File: config.mk
export PLATFORM = sky130hd
export DESIGN_NAME = cla_shift_add_multiplier
export DESIGN_NICKNAME = d
export VERILOG_FILES = /design/src/rtl/cla_shift_add_multiplier.sv
export SDC_FILE = /design/constraint.sdc
export NUM_CORES = 1
export LEC_CHECK = 0
export BUFFER_PORTS_ARGS = -buffer_cell sky130_fd_sc_hd__buf_2
export CORE_MARGIN = 3
export CORE_UTILIZATION = 55
export DETAILED_ROUTE_END_ITERATION = 12
export GPL_ROUTABILITY_DRIVEN = 0
export PLACE_DENSITY = 0.81
export SYNTH_ARGS = -nofsm -noshare
export SYNTH_HDL_FRONTEND = slang
export SYNTH_SLANG_ARGS = --single-unit
File: constraint.sdc
create_clock -name clk -period 9.4 [get_ports clk]
set_input_delay 1.88 -clock clk [delete_from_list [all_inputs] [get_ports clk]]
set_output_delay 1.88 -clock clk [all_outputs]
set_load 0.01 [all_outputs]
File: src/rtl/cla_shift_add_multiplier.sv
// rtl/cla_shift_add_multiplier.sv - sequential shift-and-add multiplier built on a carry-lookahead adder (optional MULT_EARLY_TERM_EN)

module CarryLookAheadAdderContinuousAssigment #(
    parameter int Nbits = 16
) (
    input  logic [Nbits-1:0] a_in,
    input  logic [Nbits-1:0] b_in,
    input  logic             cin,
    output logic [Nbits-1:0] sum,
    output logic             cout
);
    logic [Nbits-1:0] w_g;
    logic [Nbits-1:0] w_p;
    logic [Nbits:0]   w_c;

    assign w_g    = a_in & b_in;
    assign w_p    = a_in ^ b_in;
    assign w_c[0] = cin;

    // Each carry is expressed from generate/propagate terms; synthesis flattens the lookahead
    for (genvar i = 0; i < Nbits; i++) begin : g_carry
        assign w_c[i+1] = w_g[i] | (w_p[i] & w_c[i]);
    end

    assign sum  = w_p ^ w_c[Nbits-1:0];
    assign cout = w_c[Nbits];
endmodule

module cla_shift_add_multiplier #(
    parameter int Nbits = 16
) (
    input  logic               clk,
    input  logic               rst_n,
    input  logic               start,
    input  logic [Nbits-1:0]   a_in,
    input  logic [Nbits-1:0]   b_in,
    output logic               busy,
    output logic               done,
    output logic [2*Nbits-1:0] product
);
    localparam int CW = $clog2(Nbits) + 1;
    localparam logic [CW-1:0] LAST_ITER = CW'(Nbits - 1);

    typedef enum logic [1:0] {
        S_IDLE = 2'd0,
        S_RUN  = 2'd1,
        S_DONE = 2'd2
    } state_t;

    state_t             r_state;
    logic [Nbits-1:0]   r_mcand;
    logic [2*Nbits-1:0] r_acc;
    logic [CW-1:0]      r_cnt;
    logic               r_busy;
    logic               r_done;
    logic [2*Nbits-1:0] r_product;

    logic [Nbits-1:0]   w_add_b;
    logic [Nbits-1:0]   w_sum;
    logic               w_cout;
    logic [2*Nbits-1:0] w_next_acc;
    logic               w_early;

    // Add the multiplicand only when the current multiplier bit (acc LSB) is set
    assign w_add_b = r_acc[0] ? r_mcand : '0;

    CarryLookAheadAdderContinuousAssigment #(.Nbits(Nbits)) u_adder (
        .a_in (r_acc[2*Nbits-1:Nbits]),
        .b_in (w_add_b),
        .cin  (1'b0),
        .sum  (w_sum),
        .cout (w_cout)
    );

    // Carry-out lands in the top bit as the 2N+1-bit sum shifts right by one
    assign w_next_acc = {w_cout, w_sum, r_acc[Nbits-1:1]};

`ifdef MULT_EARLY_TERM_EN
    assign w_early = (a_in == '0) || (b_in == '0);
`else
    assign w_early = 1'b0;
`endif

    assign busy    = r_busy;
    assign done    = r_done;
    assign product = r_product;

    // Control FSM with datapath registers; done is a single-cycle pulse
    always_ff @(posedge clk or negedge rst_n) begin
        if (!rst_n) begin
            r_state   <= S_IDLE;
            r_mcand   <= '0;
            r_acc     <= '0;
            r_cnt     <= '0;
            r_busy    <= 1'b0;
            r_done    <= 1'b0;
            r_product <= '0;
        end else begin
            r_done <= 1'b0;
            case (r_state)
                S_IDLE, S_DONE: begin
                    if (start && w_early) begin
                        r_product <= '0;
                        r_done    <= 1'b1;
                        r_busy    <= 1'b0;
                        r_state   <= S_DONE;
                    end else if (start) begin
                        r_mcand <= a_in;
                        r_acc   <= {{Nbits{1'b0}}, b_in};
                        r_cnt   <= '0;
                        r_busy  <= 1'b1;
                        r_state <= S_RUN;
                    end else begin
                        r_state <= S_IDLE;
                    end
                end
                S_RUN: begin
                    r_acc <= w_next_acc;
                    r_cnt <= r_cnt + 1'b1;
                    if (r_cnt == LAST_ITER) begin
                        r_product <= w_next_acc;
                        r_busy    <= 1'b0;
                        r_done    <= 1'b1;
                        r_state   <= S_DONE;
                    end
                end
                default: begin
                    r_state <= S_IDLE;
                    r_busy  <= 1'b0;
                end
            endcase
        end
    end
endmodule

==> impl_results.md <==
* Drt total wl at approximately 7800 microns
* Port Buffers at a little under 70
* Clock tree from TritonCTS: done
* DP HPWL at approximately 5300 microns
* Power Density at 351 mW/mm^2
* FMAX at 139 MHz
* Worst-path fanout max at 17
* Initial DRC count at approximately 210
* First-pass GRT wire length at approximately 14000 microns
* Grt total ovfl at 0
* Tmin final at 7.17 ns
* DR pass1 iterations at 5
* Max-Cap Viols at 0
* Place WS at 2.28 ns
* Endpoints failing setup at 0
* H-tree depth at 3
* CP Data Required Time at slightly below 10 ns
* Core area at slightly below 0.007 sq mm
* Distinct cell type count of the synthesized netlist at 27
* Ports at 69
* Period utilisation layout at 76.3%
* Synth top area cells: dfrtp_1 57%, nand2_1 9.2%, fa_1 7.7%
* Post-cts sizing count at 0
* Starting Density at a little under three fifths
* Post-Syn Area per Cell at 11.2 sq um
* Wire per inst at between 15 and 20 microns
* Total setup buffers inserted after CTS at 0
* Least-Margin Pin Slew at roughly 1.1 ns
* Post-DP Area at between 0.004 and 0.005 sq mm
* Synth Warn # at 0
* Cells after Synth at approximately 350
* Largest net degree at the start of global routing at 90
* CTS max path bufs at 2
* Share of layout cells above drive strength 1 at approximately a quarter
* Residual DRC at 0
* Total CTS buffers at 9
* RSZ-0062 raised after global routing: no
* Detailed-route via count at 2697
* Seq/Total Area, Yosys at 57.3%
* Worst Path Arrival at 7.40 ns
* Final setup margin at between 2 and 2.5 ns
* Status: complete, no violations
* Synth Net Count at between 300 and 400
* FF/Latch Area at 0.00223 sq mm
* Post-route ant nets at 0
* Area of the multi-input gates at 0.00147 sq mm
* Clock slew seen by the registers of the worst setup and hold paths at 0.09 ns
* Area Growth Syn to Fin at 14.3%
* Hold Path Class: register to register
* Mapped Area at around 0.0039 sq mm
* Die Ht at about 90 microns
* Initial antenna violation count at 0
* Vias in the first global route at 2827
* Max_slew headroom at between 20 and 30%
* Crit path launch type: register
* Die width at 90.1 microns
* Yosys reg bits at just under 90
* Static Leakage at 2.17 nW
* Skew final at between 0.01 and 0.015 ns
* CP Capture Type: register
* Fin. Hold Viols at 0
* Hold_buf cts at 0
* Std cell rows at 30
* Worst skew pair latency at about 0.35 ns
* Finished layout cell area at around 0.0044 sq mm
* Die Area at 0.00811 sq mm
* Root Driver: clkbuf_8
* Final hold slack at 0.476 ns
* Clock sink total at about 90
* Vias per Instance at 5.31
* Final setup TNS at 0 ns
* WS Path Type: register to register
* Nets@finish at between 400 and 500
* Total Routing Usage GR at a little over a fifth
* Fin. max-slew vios at 0
* Largest area contributor in the netlist: dfrtp_1
* Fillcell total at 540
* Max VDD drop at between 100 and 150 uV
* Ant diodes at 0
* Yosys top cell area share at roughly 57%
## report_power, final
group,switching [mW],internal (mW),leakage (nW)
Combinational,0.356,0.273,0.998
Clock,0.141,0.0983,0.0898
Sequential,0.122,0.570,1.08
Total,0.619,0.941,2.17
## cells in the mapped netlist
library cell / n
nand2_1: 95
dfrtp_1: 89
inv_1: 20
o21ai_0: 18
mux2_2: 17
nand3_1: 17
a22oi_1: 16
o2bb2ai_1: 16
fa_1: 15
buf_2: 13
clkbuf_1: 5
ha_1: 3
a22o_1: 2
and2_1: 2
buf_4: 2
buf_6: 2
mux2i_1: 2
nand2b_1: 2
nor2_1: 2
a21o_1: 1
and2b_4: 1
and3_1: 1
nand3b_1: 1
nand4_1: 1
nor2_8: 1
nor2b_1: 1
nor3b_1: 1
## layout by cell type, fill, tap and decap left out, drive strengths merged, types with 2 or more instances in the layout
cell	Yosys	layout
o21ai	18	18
clkinv	0	5
nand3	17	17
buf	17	72
a22oi	16	16
inv	20	21
nand2b	2	2
ha	3	3
and2	2	2
dfrtp	89	89
a22o	2	2
mux2i	2	2
mux2	17	17
nand2	95	95
o2bb2ai	16	16
fa	15	15
clkbuf	5	9
nor2	3	3
## worst max-delay path: stages (launching register included)
cell and delay, ns:
dfrtp_1 0.64, and2_1 0.21, ha_1 0.15, inv_1 0.05, fa_1 0.37, fa_1 0.40
fa_1 0.40, fa_1 0.40, fa_1 0.40, fa_1 0.41, fa_1 0.41, fa_1 0.39
fa_1 0.40, fa_1 0.41, fa_1 0.40, fa_1 0.39, fa_1 0.37, inv_1 0.08
fa_1 0.16, inv_1 0.05, fa_1 0.49, o21ai_0 0.08
## registers in the layout, indices dropped and copies added, names as in the netlist
register  cells
r_cnt         5
r_acc        32
done          1
r_state       2
r_mcand      16
busy          1
product      32
## final timing paths
path	startpoint	slack (ns)	cells after the start	endpoint
max	r_acc[0]	2.23	21	product[30]
max reg2reg	r_acc[0]	2.23	21	product[30]
max in group asynchronous	rst_n	7.00	1	product[28]
min in group asynchronous	rst_n	1.71	1	product[5]
min	r_mcand[0]	0.48	2	r_mcand[0]
min reg2reg	r_mcand[0]	0.48	2	r_mcand[0]
## cell families (layout without fill, tap and decap cells)
kind of cell / after synthesis / in the layout / share of synthesized area, %
AO/OA/AOI/OAI: 53 / 53 / 9.66
AND/OR/NAND/NOR: 125 / 125 / 13.8
buffers and inverters: 42 / 108 / 5.05
adder cells (fa/ha/maj): 18 / 18 / 8.69
flip-flops: 89 / 89 / 57.3
multiplexers: 19 / 19 / 5.44
## through the flow
| stage | std cells | total power, mW | util, % |
|---|---|---|---|
| after floorplan | 346 | 1.12 | - |
| after global placement | 492 | 1.28 | 62.4 |
| after detailed placement | 492 | 1.34 | 62.4 |
| after CTS | 508 | 1.58 | 65.0 |
| after global routing | 508 | 1.70 | 65.0 |
| final | 508 | 1.56 | 65.0 |
## per-layer routing
metal	vias to the layer above	global-route usage, %	share of wire [%]
met5	-	0	0
met4	0	8.55	1.6
met3	10	4.44	4.4
met2	69	33.4	50
met1	1354	28.3	43
li1	1264	-	-
## area by class of cell
type / count / area share (%)
Multi-Input combinational cell: 215 / 33.0
Clock buffer: 9 / 2.79
Sequential cell: 89 / 50.2
Timing Repair Buffer: 72 / 8.40
Inverter: 20 / 1.69
Tap cell: 96 / 2.70
Clock inverter: 7 / 1.27
No activity file was read; power rests on OpenSTA's default activity.
